File: src/rtl/ifetch_unit.sv
// Instruction fetch stage: owns the PC, reads instruction memory over a req/ack
// handshake, hands words to decode and resolves the next PC on accept.
module ifetch_unit #(
  parameter logic [31:0] RESET_PC = 32'h0000_0000,
  parameter int unsigned ADDR_W   = 14,
  parameter int unsigned TIMEOUT  = 255
) (
  input  logic              clock,
  input  logic              reset,
  output logic              imem_req,
  output logic [ADDR_W-1:0] imem_addr,
  input  logic [31:0]       imem_rdata,
  input  logic              imem_ack,
  output logic [31:0]       Instruction,
  output logic [31:0]       opcplus4,
  output logic [31:0]       pc,
  output logic              inst_valid,
  input  logic              inst_accept,
  input  logic              Branch,
  input  logic              nBranch,
  input  logic              Jmp,
  input  logic              Jal,
  input  logic              Jr,
  input  logic              Zero,
  input  logic [31:0]       read_data_1,
  output logic              fault,
  output logic [1:0]        fault_code,
  output logic [31:0]       retired_cnt
);

  typedef enum logic [1:0] {FETCH, WAIT, VALID, FAULT} state_e;

  localparam logic [7:0] TMO_LIM = 8'(TIMEOUT);

  state_e      state_q;
  logic [31:0] pc_q;
  logic [31:0] instr_q;
  logic [31:0] opc_q;
  logic [31:0] retired_q;
  logic        valid_q;
  logic        fault_q;
  logic [1:0]  code_q;
  logic [7:0]  tmo_q;

  logic [31:0] next_pc_d;
  logic [31:0] br_off;
  logic        br_taken;

  always_comb begin
    br_taken = (Branch & Zero) | (nBranch & ~Zero);
    br_off   = {{14{instr_q[15]}}, instr_q[15:0], 2'b00};
    if (Jr)
      next_pc_d = read_data_1;
    else if (Jmp || Jal)
      next_pc_d = {opc_q[31:28], instr_q[25:0], 2'b00};
    else if (br_taken)
      next_pc_d = opc_q + br_off;
    else
      next_pc_d = opc_q;
  end

  // Request is gated by reset so an in-flight read is dropped the moment reset asserts.
  assign imem_req    = reset && ((state_q == FETCH) || (state_q == WAIT));
  assign imem_addr   = pc_q[ADDR_W+1:2];
  assign Instruction = instr_q;
  assign opcplus4    = opc_q;
  assign pc          = pc_q;
  assign inst_valid  = valid_q;
  assign fault       = fault_q;
  assign fault_code  = code_q;
  assign retired_cnt = retired_q;

  always_ff @(posedge clock or negedge reset) begin
    if (!reset) begin
      state_q   <= FETCH;
      pc_q      <= RESET_PC;
      instr_q   <= '0;
      opc_q     <= '0;
      retired_q <= '0;
      valid_q   <= 1'b0;
      fault_q   <= 1'b0;
      code_q    <= 2'd0;
      tmo_q     <= '0;
    end else begin
      unique case (state_q)
        FETCH: begin
          tmo_q <= '0;
          if (imem_ack) begin
            instr_q <= imem_rdata;
            opc_q   <= pc_q + 32'd4;
            valid_q <= 1'b1;
            state_q <= VALID;
          end else begin
            state_q <= WAIT;
          end
        end
        WAIT: begin
          if (imem_ack) begin
            instr_q <= imem_rdata;
            opc_q   <= pc_q + 32'd4;
            valid_q <= 1'b1;
            state_q <= VALID;
          end else if (tmo_q + 8'd1 == TMO_LIM) begin
            fault_q <= 1'b1;
            code_q  <= 2'd2;
            state_q <= FAULT;
          end else begin
            tmo_q <= tmo_q + 8'd1;
          end
        end
        VALID: begin
          if (inst_accept) begin
            // The faulting instruction still counts as retired.
            retired_q <= retired_q + 32'd1;
            valid_q   <= 1'b0;
            if (next_pc_d[1:0] != 2'b00) begin
              fault_q <= 1'b1;
              code_q  <= 2'd1;
              state_q <= FAULT;
            end else begin
              pc_q    <= next_pc_d;
              tmo_q   <= '0;
              state_q <= FETCH;
            end
          end
        end
        FAULT: begin
          state_q <= FAULT;
        end
        default: begin
          state_q <= FAULT;
        end
      endcase
    end
  end

endmodule

File: config.mk
export PLATFORM = sky130hd
export DESIGN_NAME = ifetch_unit
export DESIGN_NICKNAME = d
export VERILOG_FILES = /design/src/rtl/ifetch_unit.sv
export SDC_FILE = /design/constraint.sdc
export NUM_CORES = 1
export LEC_CHECK = 0
export CAP_MARGIN = 10
export CORE_MARGIN = 2
export CORE_UTILIZATION = 50
export CTS_CLUSTER_SIZE = 10
export DETAILED_ROUTE_END_ITERATION = 8
export GPL_TIMING_DRIVEN = 0
export PLACE_DENSITY = 0.82
export RECOVER_POWER = 100
export SLEW_MARGIN = 20
export SYNTH_ARGS = -nofsm -noshare
export SYNTH_HDL_FRONTEND = slang
export SYNTH_SLANG_ARGS = --single-unit
File: constraint.sdc
create_clock -name clock -period 3.2 [get_ports clock]
set_input_delay 0.64 -clock clock [delete_from_list [all_inputs] [get_ports clock]]
set_output_delay 0.64 -clock clock [all_outputs]
set_load 0.02 [all_outputs]
==> flow_summary_export.csv <==
group,metric,value,unit
run_status,outcome,"complete, no violations",
logic_synthesis,postSynthRegisterBits,142,
routing,drcViolationCount,0,
run,max_capacitance_violation_count,0,
clocking,clk_pin_slew,60,ps
hold_path,min-delay-path-class,"input port to async pin",
setup_path,critPathKind,"input port to flop",
timing,max-slew-margin-rel,37.0,%
clocking,tritoncts,"yes",
global_routing,grt_first_pass_wirelength,44800,um
placement,dpl.hpwl,20800,um
logic_synthesis,synth_warnings,0,
placement,place_congestion,0.969,
routing,vias,8332,
clocking,cts.root.buffer_cell,"sky130_fd_sc_hd__clkbuf_16",
final_layout,mostFrequentLayoutCells,"sky130_fd_sc_hd__clkdlybuf4s50_1 (166), sky130_fd_sc_hd__dfrtp_1 (140), sky130_fd_sc_hd__nand2_1 (131), sky130_fd_sc_hd__o21ai_0 (86), sky130_fd_sc_hd__nor2_1 (58)",
setup_path,worstPathRequired,3500,ps
timing,period_share,98.1,%
timing,hold_violations,0,
final_layout,drive_gt1_share,9.70,%
clocking,cts.sinks,142,
logic_synthesis,synth_largest_area_cell,"sky130_fd_sc_hd__dfrtp_1",
floorplan,top_level_ports,221,
clocking,max-clock-path-buffers,2,
routing,final_antenna_net_count,0,
logic_synthesis,synth_sequential_area_ratio,41.9,%
timing,fin_worst_skew,12.4,ps
final_layout,finish.cell_count_without_fillers,1406,
floorplan,height_of_the_die,134,um
placement,io_buffer_count,220,
logic_synthesis,netlist_area,8480,sq um
final_layout,most_common_library_cell_in_the_layout_ignoring_fill_and_taps,"sky130_fd_sc_hd__clkdlybuf4s50_1",
clocking,insertion_delay,430,ps
placement,place_inst,1370,
timing,final-setup-viol-count,0,
floorplan,die-area,18000,sq um
timing,fmax,0.319,GHz
routing,drt_wl_total,28400,um
setup_path,critical_path.max_fanout,10,
timing,finalCriticalPeriod,3140,ps
floorplan,die_width,134,um
clocking,holdBufCountCts,0,
setup_path,worst_ep_arrival_time,3440,ps
setup_path,timing.reg2reg.setup_slack,80,ps
power_and_ir_drop,cellLeakagePower,5.07,nW
logic_synthesis,synth-compound-area-share,16.9,%
final_layout,final.fill_count,1327,
logic_synthesis,synth_cell_type_count,60,
global_routing,grt.total_usage,32.1,%
logic_synthesis,syn_avg_cell_area,9.13,sq um
logic_synthesis,yosysTopAreaCellShare,41.9,%
setup_path,worstSetupStartpointType,"input port",
global_routing,grt_pass1_vias,8404,
power_and_ir_drop,max-vdd-ir-drop,0.588,mV
clocking,htree_num_levels,4,
logic_synthesis,synth-xor-area-share,8.47,%
global_routing,final_global_route_overflow_total,0,
timing,finalSetupTns,0,ps
final_layout,n_antenna_cell,0,
routing,dr.pass1.iters,5,
logic_synthesis,synth_ff_type,"sky130_fd_sc_hd__dfrtp_1",
clocking,tritoncts.num_buffers,17,
logic_synthesis,synth_enable_flop_cells,0,
routing,detail_route.wl_per_cell,20.2,um
logic_synthesis,synthesis.instances,929,
logic_synthesis,synth.area.mux_share,6.11,%
routing,dr.first_iter.drc_count,588,
logic_synthesis,postSynth.asyncResetShare,100,%
timing,report.final.slew_viol_count,0,
routing,via_per_inst,5.93,
floorplan,floorplan.initialDensity,51.2,%
logic_synthesis,synth_top_family_by_area,"simple AND/OR/NAND/NOR gates",
final_layout,area_delta_synth_final,37.4,%
logic_synthesis,post_synth_fa_ha_maj_area_fraction,5.10,%
global_routing,grt_start_max_net_pins,99,
global_routing,initial_antenna_violation_count,0,
timing,max_slew.worst_pin.slew,941,ps
floorplan,std_cell_rows,47,
power_and_ir_drop,cellPowerDensity,1000,nW/um^2
logic_synthesis,postSynthNetCount,1037,
setup_path,crit_path_end_kind,"flop",
floorplan,core_area,16600,sq um
logic_synthesis,largest_cells_by_area_after_synthesis,"sky130_fd_sc_hd__dfrtp_1 (42%), sky130_fd_sc_hd__nand2_1 (5.8%), sky130_fd_sc_hd__o21ai_0 (5.1%)",
logic_synthesis,post_synth_and_or_nand_nor_area_fraction,17.9,%
final_layout,final_net_count,1282,
[Yosys cell counts (all sizes together) (2+ instances only)]
cell type / count
a31oi: 9
ha: 33
o31ai: 2
o21a: 4
a311oi: 9
o21ai: 88
inv: 13
a21o: 14
nand2b: 11
o211ai: 10
nand2: 131
nor2b: 5
o221ai: 2
o22ai: 4
a211oi: 9
or3: 6
nand3b: 4
and2: 5
clkbuf: 34
a22o: 3
a2111oi: 4
buf: 21
or2: 2
and3: 27
nor4: 2
xor2: 40
xnor2: 42
a21oi: 57
o21bai: 4
nor2: 59
nand4: 12
dfrtp: 142
nor3: 13
nand3: 48
mux2i: 9
mux2: 38
[flip-flops by register name, summed over array words and instances (netlist names)]
register / count
retired_cnt: 32
tmo_q: 8
fault_code: 2
inst_valid: 1
pc: 32
Instruction: 32
opcplus4: 32
fault: 1
state_q: 2
[where the power goes]
part / switching [mW] / internal, mW / total, mW / leakage (nW)
Combinational: 3.39 / 2.91 / 6.30 / 2.97
Sequential: 0.864 / 2.40 / 3.27 / 1.81
Clock: 0.829 / 1.25 / 2.08 / 0.294
Total: 5.08 / 6.57 / 11.6 / 5.07
[final cells by class]
class                   count  area (sq um)  share of cell area, %
multi-input cells         719          4630                   39.8
flip-flops and latches    142          3560                   30.5
repair buffers            226          2270                   19.5
clock buffers              19           443                   3.80
well taps                 220           275                   2.36
plain buffers              55           267                   2.29
clock inverters            12           160                   1.37
inverters                  13          48.8                  0.419
[layer usage]
metal  vias up  wire (um)  GRT usage, %
met3        89       2340          7.37
met5         -          0             0
met4         0       1200          14.4
met1      4063      11600          42.1
met2       392      13200          50.9
li1       3788          -             -
[stage by stage]
step / hold WS [ps] / util (%) / worst slack [ps] / total power [mW] / area (sq um)
floorplan: 344 / - / 232 / 6.98 / 8480
global placement: 459 / 66.1 / -4360 / 9.34 / 11000
detailed placement: 470 / 66.3 / -604 / 9.45 / 11000
CTS: 103 / 69.9 / 8.51 / 11.6 / 11600
global route: 114 / 70.3 / -18.2 / 12.3 / 11700
finish: 83.8 / 70.3 / 61.7 / 11.7 / 11700
[repair_timing]
action                     in CTS  in global routing
resized for setup               2                  8
buffers inserted                0                  5
pin swaps                       2                  4
cloned                          0                  0
setup endpoints to repair      11                 18
[logic make-up (layout without fill, tap and decap cells)]
family,Yosys count,in the layout
multiplexers,47,47
flip-flops,142,142
AND/OR/NAND/NOR,326,326
buffers and inverters,68,325
XOR/XNOR,82,82
adder cells (fa/ha/maj),34,34
AO/OA/AOI/OAI,230,230
[worst paths after layout]
path,startpoint,cells after the start,endpoint
setup / recovery,Jr,8,pc[24]
hold / removal,reset,1,Instruction[6]
setup reg to reg,Instruction[0],11,pc[28]
hold reg to reg,retired_cnt[31],1,retired_cnt[31]
max in group asynchronous,reset,2,opcplus4[2]
min in group clock,retired_cnt[31],1,retired_cnt[31]
[critical path, cell delays in order]
cell	delay, ps
sky130_fd_sc_hd__clkdlybuf4s50_1	500
sky130_fd_sc_hd__o21ai_0	180
sky130_fd_sc_hd__o21ai_0	250
sky130_fd_sc_hd__nor2_1	760
sky130_fd_sc_hd__clkbuf_1	650
sky130_fd_sc_hd__o211ai_1	200
sky130_fd_sc_hd__o21ai_0	120
sky130_fd_sc_hd__o21ai_0	130
Power figures use the tool's default switching activity.
